`config.mk`:
```
export PLATFORM = sky130hd
export DESIGN_NAME = tx_burst_core_flat
export DESIGN_NICKNAME = d
export VERILOG_FILES = /design/src/rtl/tx_burst_pkg.sv /design/src/rtl/tx_burst_if.sv /design/src/rtl/tx_sample_fifo.sv /design/src/rtl/tx_burst_core.sv /design/src/flat_wrapper.sv
export SDC_FILE = /design/constraint.sdc
export NUM_CORES = 2
export LEC_CHECK = 0
export BUFFER_PORTS_ARGS = -buffer_cell sky130_fd_sc_hd__buf_2
export CORE_ASPECT_RATIO = 0.7
export CORE_MARGIN = 1.5
export CORE_UTILIZATION = 50
export CTS_BUF_LIST = sky130_fd_sc_hd__clkbuf_8
export CTS_CLUSTER_DIAMETER = 150
export DETAILED_ROUTE_END_ITERATION = 12
export PLACE_DENSITY = 0.66
export SLEW_MARGIN = 20
export SYNTH_ARGS = -nofsm -noshare
export SYNTH_HDL_FRONTEND = slang
export SYNTH_SLANG_ARGS = --single-unit
```
`constraint.sdc`:
```
create_clock -name clock -period 16.8 [get_ports clock]
set_input_delay 2.52 -clock clock [delete_from_list [all_inputs] [get_ports clock]]
set_output_delay 2.52 -clock clock [all_outputs]
set_load 0.01 [all_outputs]
```
`src/rtl/tx_burst_pkg.sv`:
```
// Shared constants, state encoding and saturation helper for the transmit burst engine.
package tx_burst_pkg;
  localparam int SAMPLE_W    = 16;
  localparam int LANES       = 8;
  localparam int DATA_W      = SAMPLE_W * LANES;
  localparam int UNITY_SHIFT = 6;
  localparam logic signed [SAMPLE_W-1:0] PREAMBLE_POS = 16'sd16384;

  typedef enum logic [1:0] {
    TX_IDLE     = 2'd0,
    TX_PREAMBLE = 2'd1,
    TX_PAYLOAD  = 2'd2,
    TX_GAP      = 2'd3
  } tx_state_e;

  // Clamp a shifted gain product back into the signed 16-bit sample range.
  function automatic logic [SAMPLE_W-1:0] sat16(input logic signed [24:0] v);
    if (v > 25'sd32767)
      sat16 = 16'h7fff;
    else if (v < -25'sd32768)
      sat16 = 16'h8000;
    else
      sat16 = v[15:0];
  endfunction
endpackage

```
`src/rtl/tx_burst_if.sv`:
```
// Sample stream from the PS/DMA source into the transmit burst engine.
interface tx_burst_if;
  import tx_burst_pkg::*;

  logic [DATA_W-1:0] s_data;
  logic              s_valid;
  logic              s_last;
  logic              s_ready;

  modport master (output s_data, s_valid, s_last, input s_ready);
  modport slave  (input s_data, s_valid, s_last, output s_ready);
endinterface

```
`src/rtl/tx_sample_fifo.sv`:
```
// Synchronous first-word-fall-through FIFO with wrap-bit pointers for full/empty.
module tx_sample_fifo #(
  parameter int WIDTH = 129,
  parameter int DEPTH = 16
) (
  input  logic             clock,
  input  logic             resetn,
  input  logic             push,
  input  logic [WIDTH-1:0] wr_data,
  input  logic             pop,
  output logic [WIDTH-1:0] rd_data,
  output logic             full,
  output logic             empty
);
  localparam int AW = $clog2(DEPTH);

  logic [WIDTH-1:0] mem [DEPTH];
  logic [AW:0]      wr_ptr;
  logic [AW:0]      rd_ptr;
  logic             do_push;
  logic             do_pop;

  assign do_push = push && !full;
  assign do_pop  = pop && !empty;

  always_ff @(posedge clock) begin
    if (!resetn) begin
      wr_ptr <= '0;
      rd_ptr <= '0;
    end else begin
      if (do_push) wr_ptr <= wr_ptr + (AW+1)'(1);
      if (do_pop)  rd_ptr <= rd_ptr + (AW+1)'(1);
    end
  end

  // Storage is not reset; the pointers alone define what is valid.
  always_ff @(posedge clock) begin
    if (do_push) mem[wr_ptr[AW-1:0]] <= wr_data;
  end

  assign rd_data = mem[rd_ptr[AW-1:0]];
  assign empty   = (wr_ptr == rd_ptr);
  assign full    = (wr_ptr[AW] != rd_ptr[AW]) && (wr_ptr[AW-1:0] == rd_ptr[AW-1:0]);
endmodule

```
`src/rtl/tx_burst_core.sv`:
```
// Transmit burst engine: FIFO-buffered payload, optional fs/2 preamble, gain scaling, zero gap.
// Preamble generation is present only when TX_BURST_PREAMBLE_EN is defined.
//
// state    | meaning
// IDLE     | waiting for burst_start, outputs zero
// PREAMBLE | emitting the fixed +/-16384 alternating-lane pattern
// PAYLOAD  | popping and scaling FIFO words, zeros on underrun
// GAP      | emitting zero guard words before returning to IDLE
module tx_burst_core
  import tx_burst_pkg::*;
#(
  parameter int FIFO_DEPTH     = 16,
  parameter int PREAMBLE_WORDS = 4,
  parameter int GAP_WORDS      = 2
) (
  input  logic              clock,
  input  logic              resetn,
  tx_burst_if.slave         s_axis,
  input  logic              burst_start,
  input  logic [7:0]        gain,
  output logic [DATA_W-1:0] dac_data,
  output logic              dac_valid,
  output logic              busy,
  output logic              underrun
);
  localparam logic [1:0] ST_IDLE     = TX_IDLE;
  localparam logic [1:0] ST_PREAMBLE = TX_PREAMBLE;
  localparam logic [1:0] ST_PAYLOAD  = TX_PAYLOAD;
  localparam logic [1:0] ST_GAP      = TX_GAP;

  // One down-counter times both the preamble and the gap.
  localparam int TMR_MAX = (PREAMBLE_WORDS > GAP_WORDS) ? PREAMBLE_WORDS : GAP_WORDS;
  localparam int TMR_W   = $clog2(TMR_MAX + 1);

`ifdef TX_BURST_PREAMBLE_EN
  localparam logic [SAMPLE_W-1:0] PREAMBLE_NEG  = -PREAMBLE_POS;
  localparam logic [DATA_W-1:0]   PREAMBLE_WORD = {(LANES/2){PREAMBLE_NEG, PREAMBLE_POS}};
`endif

  logic [1:0]        state;
  logic [TMR_W-1:0]  tmr;
  logic [7:0]        gain_q;
  logic [DATA_W:0]   fifo_rd;
  logic              fifo_full;
  logic              fifo_empty;
  logic              fifo_pop;
  logic [DATA_W-1:0] scaled;

  assign fifo_pop       = (state == ST_PAYLOAD) && !fifo_empty;
  assign s_axis.s_ready = !fifo_full;
  assign busy           = (state != ST_IDLE);

  tx_sample_fifo #(
    .WIDTH (DATA_W + 1),
    .DEPTH (FIFO_DEPTH)
  ) u_fifo (
    .clock   (clock),
    .resetn  (resetn),
    .push    (s_axis.s_valid),
    .wr_data ({s_axis.s_last, s_axis.s_data}),
    .pop     (fifo_pop),
    .rd_data (fifo_rd),
    .full    (fifo_full),
    .empty   (fifo_empty)
  );

  // Gain is unsigned, so it is zero-extended before the signed multiply.
  always_comb begin
    scaled = '0;
    for (int k = 0; k < LANES; k++) begin
      logic signed [SAMPLE_W-1:0] samp;
      logic signed [24:0]         prod;
      samp = fifo_rd[k*SAMPLE_W +: SAMPLE_W];
      prod = 25'(samp) * $signed({17'd0, gain_q});
      scaled[k*SAMPLE_W +: SAMPLE_W] = sat16(prod >>> UNITY_SHIFT);
    end
  end

  always_ff @(posedge clock) begin
    if (!resetn) begin
      state     <= ST_IDLE;
      tmr       <= '0;
      gain_q    <= '0;
      underrun  <= 1'b0;
      dac_data  <= '0;
      dac_valid <= 1'b0;
    end else begin
      dac_valid <= (state != ST_IDLE);
      dac_data  <= '0;
      case (state)
        ST_IDLE: begin
          if (burst_start) begin
            gain_q   <= gain;
            underrun <= 1'b0;
`ifdef TX_BURST_PREAMBLE_EN
            state    <= ST_PREAMBLE;
            tmr      <= TMR_W'(PREAMBLE_WORDS - 1);
`else
            state    <= ST_PAYLOAD;
`endif
          end
        end
`ifdef TX_BURST_PREAMBLE_EN
        ST_PREAMBLE: begin
          dac_data <= PREAMBLE_WORD;
          if (tmr == '0) state <= ST_PAYLOAD;
          else           tmr   <= tmr - TMR_W'(1);
        end
`else
        ST_PREAMBLE: state <= ST_PAYLOAD;
`endif
        ST_PAYLOAD: begin
          if (fifo_empty) begin
            underrun <= 1'b1;
          end else begin
            dac_data <= scaled;
            if (fifo_rd[DATA_W]) begin
              state <= ST_GAP;
              tmr   <= TMR_W'(GAP_WORDS - 1);
            end
          end
        end
        ST_GAP: begin
          if (tmr == '0) state <= ST_IDLE;
          else           tmr   <= tmr - TMR_W'(1);
        end
        default: state <= ST_IDLE;
      endcase
    end
  end
endmodule

```
`src/flat_wrapper.sv`:
```
// flat-port wrapper written by rule: the top's interface ports become plain ports
module tx_burst_core_flat import tx_burst_pkg::*;
#(
  parameter int FIFO_DEPTH     = 16,
  parameter int PREAMBLE_WORDS = 4,
  parameter int GAP_WORDS      = 2
)
  (clock, resetn, burst_start, gain, dac_data, dac_valid, busy, underrun, s_axis_s_data, s_axis_s_valid, s_axis_s_last, s_axis_s_ready);
  tx_burst_if s_axis_i ();
  input  logic clock;
  input  logic resetn;
  input  logic burst_start;
  input  logic [7:0] gain;
  output logic [DATA_W-1:0] dac_data;
  output logic dac_valid;
  output logic busy;
  output logic underrun;
  input wire logic [$bits(s_axis_i.s_data)-1:0] s_axis_s_data;
  input wire logic [$bits(s_axis_i.s_valid)-1:0] s_axis_s_valid;
  input wire logic [$bits(s_axis_i.s_last)-1:0] s_axis_s_last;
  output wire logic [$bits(s_axis_i.s_ready)-1:0] s_axis_s_ready;
  assign s_axis_i.s_data = s_axis_s_data;
  assign s_axis_i.s_valid = s_axis_s_valid;
  assign s_axis_i.s_last = s_axis_s_last;
  assign s_axis_s_ready = s_axis_i.s_ready;
  tx_burst_core #(.FIFO_DEPTH(FIFO_DEPTH), .PREAMBLE_WORDS(PREAMBLE_WORDS), .GAP_WORDS(GAP_WORDS)) u_core (.clock(clock), .resetn(resetn), .s_axis(s_axis_i), .burst_start(burst_start), .gain(gain), .dac_data(dac_data), .dac_valid(dac_valid), .busy(busy), .underrun(underrun));
endmodule
```
Word level (Yosys, flattened, before mapping)
Memories as Yosys holds them, arrays and structs flattened. A register that Yosys moved wholly into a read port is not among the register bits. Cells that the tools add are included.

Memories kept: 1. Bits in registers: 153. Logic and storage cells: 114. Output and inout bits: 132. RAM bits: 2064.

Memory list: u_core.u_fifo.mem (depth 16, width 129, read ports 1, clocked after Yosys merged registers in 1, write ports 1, RTL line tx_sample_fifo.sv:17) `logic [WIDTH-1:0] mem [DEPTH];`.

Bitwise operators: 2. Order comparisons: 16. $add $sub $neg: 3. Eq/ne operators: 12. Mux-type cells: 32. Reduce and logical (&&, ||, !) cells: 24. Multiply operators: 8.

Operators by type and width (number): multiplier 16 x 9 -> 25 bit (8); > comparator 19 x 16 -> 1 bit (second input constant) (8); less-than comparator 19 x 16 -> 1 bit (second input constant) (8); two-way mux 16 bit (8); two-way mux 15 bit (8); OR reduction 4 bit (8); adder 5 x 1 -> 5 bit (second input constant) (2); two-way mux 3 bit (3); two-way mux 2 bit (4); two-way mux 4 bit (2); one-hot mux 2 bit (4 select lines) (1); AND reduction 4 bit (2); != test 2 x 1 -> 1 bit (second input constant) (3); != test 2 bit (second input constant) (3); one-hot mux 3 bit (2 select lines) (1); nonzero test 2 bit (3); == test 5 bit (1); == test 2 bit (second input constant) (2); == test 4 bit (1); logical AND 1 bit (4); two-way mux 1 bit (4); logical NOT 3 bit (1); AND reduction 3 bit (1); OR reduction 3 bit (1); other kinds (8) (10).

Longest topological paths before layout
Word-level depth: 6. Gate-level depth with buffers: 33.

Modules after synthesis
From an unflattened synthesis, not the netlist that was laid out.

Cells, all modules: 7876. Area, all modules: 118004.4 µm².

Modules (own cells, without submodules): tx_sample_fifo (cells each 3284, area each 77830.9 µm², instances 1); tx_burst_core (cells each 4592, area each 40173.5 µm², instances 1).

Worst setup path after synthesis
OpenSTA, ideal clock, no wires.

Path kind: input-to-reg. Start: input port s_axis_s_valid. End: memory u_core.u_fifo.mem[3][0], enable pin. Data required time: 16.025 ns. Arrival: 11.752 ns. Cell stages on the path: 4. Path slack: 4.273 ns. Setup time: 0.775 ns. Path through: and2_1 -> clkbuf_1 -> nand2_1 -> nor3_1.

Word-level cells in the longest chain between the ends: 3.

RTL lines: start: declaration (RTL line flat_wrapper.sv:19) `input wire logic [$bits(s_axis_i.s_valid)-1:0] s_axis_s_valid;`; logical AND 1 bit (RTL line tx_sample_fifo.sv:23) `assign do_push = push && !full;`; two-way mux 1 bit (RTL line tx_sample_fifo.sv:38) `if (do_push) mem[wr_ptr[AW-1:0]] <= wr_data;`; two-way mux 1 bit (not written as such) (RTL line tx_sample_fifo.sv:38); end: declaration (RTL line tx_sample_fifo.sv:17).

No other way between the ends.

==> summary.txt <==
Pwr
  – Leak: 51.04 nW
  – Worst vdd ir: 68.01 uV
  – Cell Pwr Density: 102.6 nW/um^2

Route
  – Vias per cell: 5.715
  – Post-Route WL: roughly 300000 um
  – DRT iter0 DRCs: 6947
  – Pre-antenna DRT Iters: 6
  – WL/cell: ~26 um
  – Vias: 65477
  – Drt drc: 0
  – Post-DRT Antenna Nets: 0

Placement
  – Cell area after placement: between 100000 and 150000 um^2
  – Post-Place Worst Slack: approximately 7.4 ns
  – I/O Buffers: 272
  – Post-detail-place hpwl: 192300 um
  – RD Place Congestion: 0.8668
  – Cells after DPL: 10844

Run status
  – Status: finished clean

CTS
  – Cts bufs inserted: 339
  – Total setup buffers inserted after CTS: 0
  – Worst-path clk slew: 0.07 ns
  – CTS tree: done
  – H-tree depth: 5
  – Clk root buf: clkbuf_8
  – Post-CTS Hold Fix Bufs: 0
  – Clk sinks: 2221
  – PostCTS Resize Cnt: 0
  – Clock Latency Late Sink: 1.00 ns
  – CTS Buffer Depth: 4

Synth
  – Area leader, netlist: edfxtp_1
  – Async S/R FF share, synth: 0
  – Synth Net Count: a little under 9000
  – Dominant synthesized flop cell: edfxtp_1
  – Sequential element share of the synthesized area: 0.5504
  – Cell variety after synth: 89
  – Mapped Area: 118300 um^2
  – Warning count from the yosys run: 0
  – Avg Inst Size Synth: around 16 um^2
  – #FFs+latches synth: 2221
  – Synth area leaders: edfxtp_1 (52%), fa_1 (14%), mux4_2 (11%), ha_1 (4.0%), inv_1 (3.6%)
  – Post-Syn Instances: 7593
  – Top cell type's share of synthesized area: 0.5239
  – EDFF count, synth: about 2100

Setup path
  – Critical Path End Type: register
  – WP data required: ~18 ns
  – Worst Setup Path Type: register to register
  – Max Fanout on Critical Path: 100
  – Crit path DAT: 10.12 ns
  – Crit start category: register

Floorplanning
  – # rows: roughly 150
  – Initial Util: 0.5025
  – Io pins: between 200 and 300
  – Die Y-Extent: slightly above 400 um
  – Die ar.: 239600 um^2
  – Die X: 584.4 um
  – Floorplan Core Area: 235500 um^2

Cells and area
  – Area delta synth->final: 9.669%
  – # nets final: 9338
  – Fill cells: 18634
  – Final instance area: 129700 um^2
  – Final Non-Filler Cells: between 10000 and 15000
  – Final Util: 0.5510
  – Layout cell share with drive strength beyond 1: 0.1797

STA
  – Final Hold Vio Count: 0
  – Max Fclk: between 100 and 150 MHz
  – Final Critical Period: 9.235 ns
  – Relative slew slack: 0.2257
  – Setup TNS: 0 ns
  – Clock Skew: 0.08758 ns
  – Max-slew violation count: 0
  – Period utilization: 0.5497
  – Least-Margin Pin Slew: 1.162 ns
  – Unrepaired setup endpoints after global routing: false
  – Final setup margin: 7.565 ns
  – Setup violations, final: 0

GRT
  – First-pass GRT wire length: 448000 um
  – GRT Resource Usage Total: 0.2560
  – Largest net degree at the start of global routing: between 100 and 150
  – Antenna violations before repair: 89
  – Vias in the first global route: 68068
  – Grt ovf: 0

Hold path
  – Worst Hold Class: register to register

Flow run
  – Max cap viols: 0
## layout by cell type (no fill, tap or decap), types with 28 or more instances in the layout
master,netlist,routed
a21o_1,137,137
clkinv_2,0,38
and2_1,620,620
fa_1,808,808
ha_1,375,375
clkinv_1,0,61
mux4_2,603,603
clkbuf_8,0,355
xor2_1,74,74
dfxtp_1,157,145
edfxtp_1,2064,2064
nand2_1,500,499
a21oi_1,138,134
nor2_1,88,76
buf_4,10,89
mux2i_1,38,38
inv_1,1142,1245
nand3_1,28,28
o21ai_0,61,60
xnor2_1,109,109
buf_2,37,272
nor2b_1,55,55
## worst paths after layout
kind	start	end	slack, ns	cells past startpoint
worst max-delay path	register	u_core.dac_data[2]$_SDFF_PP0_	7.56	26
worst min register to register	u_core.tmr[2]$_SDFFE_PN0P_	u_core.tmr[2]$_SDFFE_PN0P_	0.49	2
worst min-delay path	u_core.tmr[2]$_SDFFE_PN0P_	u_core.tmr[2]$_SDFFE_PN0P_	0.49	2
worst max register to register	register	u_core.dac_data[2]$_SDFF_PP0_	7.56	26
## Yosys cell counts (6+ instances only)
library cell,number
a211oi_1,25
a21boi_0,11
a21o_1,137
a21oi_1,138
a31o_2,6
a31oi_1,10
and2_1,620
and3_1,18
buf_1,33
buf_2,37
buf_4,10
clkbuf_1,205
dfxtp_1,157
edfxtp_1,2064
fa_1,808
ha_1,375
inv_1,1142
mux2_2,10
mux2i_1,38
mux4_1,15
mux4_2,603
nand2_1,500
nand2b_1,15
nand3_1,28
nand4_1,14
nand4b_1,6
nor2_1,88
nor2b_1,55
nor3_1,21
o21a_1,25
o21ai_0,61
o21bai_1,10
or2_2,9
or3_1,8
xnor2_1,109
xor2_1,74
## state kept, by name, summed over array words and instances, names as in the netlist, named ones only
signal	flops
u_core.u_fifo.mem	2064
u_core.dac_data	128
u_core.gain_q	8
u_core.u_fifo.rd_ptr	5
u_core.u_fifo.wr_ptr	5
u_core.tmr	3
u_core.state	2
u_core.dac_valid	1
u_core.underrun	1
## cell type report
type,instances,area (um^2),area share
sequential,2221,65170,0.5023
multi-input combinational,3937,47800,0.3684
clock buffer,355,4886,0.03766
inverter,1143,4298,0.03312
tap,3171,3968,0.03058
timing repair buffer,372,2257,0.01740
clock inverter,232,1309,0.01009
antenna,26,65.06,0.0005015
## metrics by stage
stage | total power, W | hold slack, ns
finish | 0.01332 | 0.4939
floorplan | 0.008358 | 0.4584
global placement | 0.009164 | 0.4731
global route | 0.01398 | 0.5248
CTS | 0.01343 | 0.4938
detailed placement | 0.009215 | 0.4834
## kinds of logic (layout without fill, tap and decap cells)
| logic type | Yosys count | count (layout) | share of synthesized area |
|---|---|---|---|
| flops | 2221 | 2221 | 0.5504 |
| buf+inv | 1435 | 2102 | 0.04672 |
| simple gates | 1411 | 1411 | 0.06232 |
| fa+ha+maj | 1183 | 1183 | 0.1764 |
| mux | 667 | 667 | 0.1225 |
| compound gates | 492 | 492 | 0.02796 |
| xor+xnor | 184 | 184 | 0.01369 |
| other cells | 0 | 26 | 0 |
## critical path, stage by stage (launching register included)
cell,delay [ns]
dfxtp_4,0.87
buf_12,0.58
buf_12,0.65
mux4_2,0.35
nor2b_1,0.12
a211oi_1,0.06
a21oi_1,0.79
nand2_1,0.22
fa_1,0.58
inv_1,0.05
fa_1,0.49
fa_1,0.57
inv_1,0.06
fa_1,0.47
inv_1,0.04
ha_1,0.34
a21oi_1,0.17
o21bai_1,0.07
a21o_1,0.17
a21o_1,0.17
a21oi_1,0.26
nand3_1,0.25
a311oi_1,0.36
o21bai_1,0.11
xnor2_1,0.19
a211oi_2,0.84
a21o_1,0.15
## layer usage
metal | up-vias | share of wire | GRT usage
li1 | 27724 | - | -
met1 | 34514 | 0.44 | 0.3870
met2 | 2753 | 0.45 | 0.3891
met3 | 448 | 0.087 | 0.04860
met4 | 38 | 0.017 | 0.05426
met5 | - | 0.00084 | 0
## where the power goes
group          internal [W]  leakage, nW  switching [W]
clock network       0.00213         3.55        0.00209
logic               0.00115         27.6        0.00173
registers           0.00615         19.9      0.0000653
total               0.00943         51.0        0.00389
Note: power is estimated with default switching activity, not from simulation.
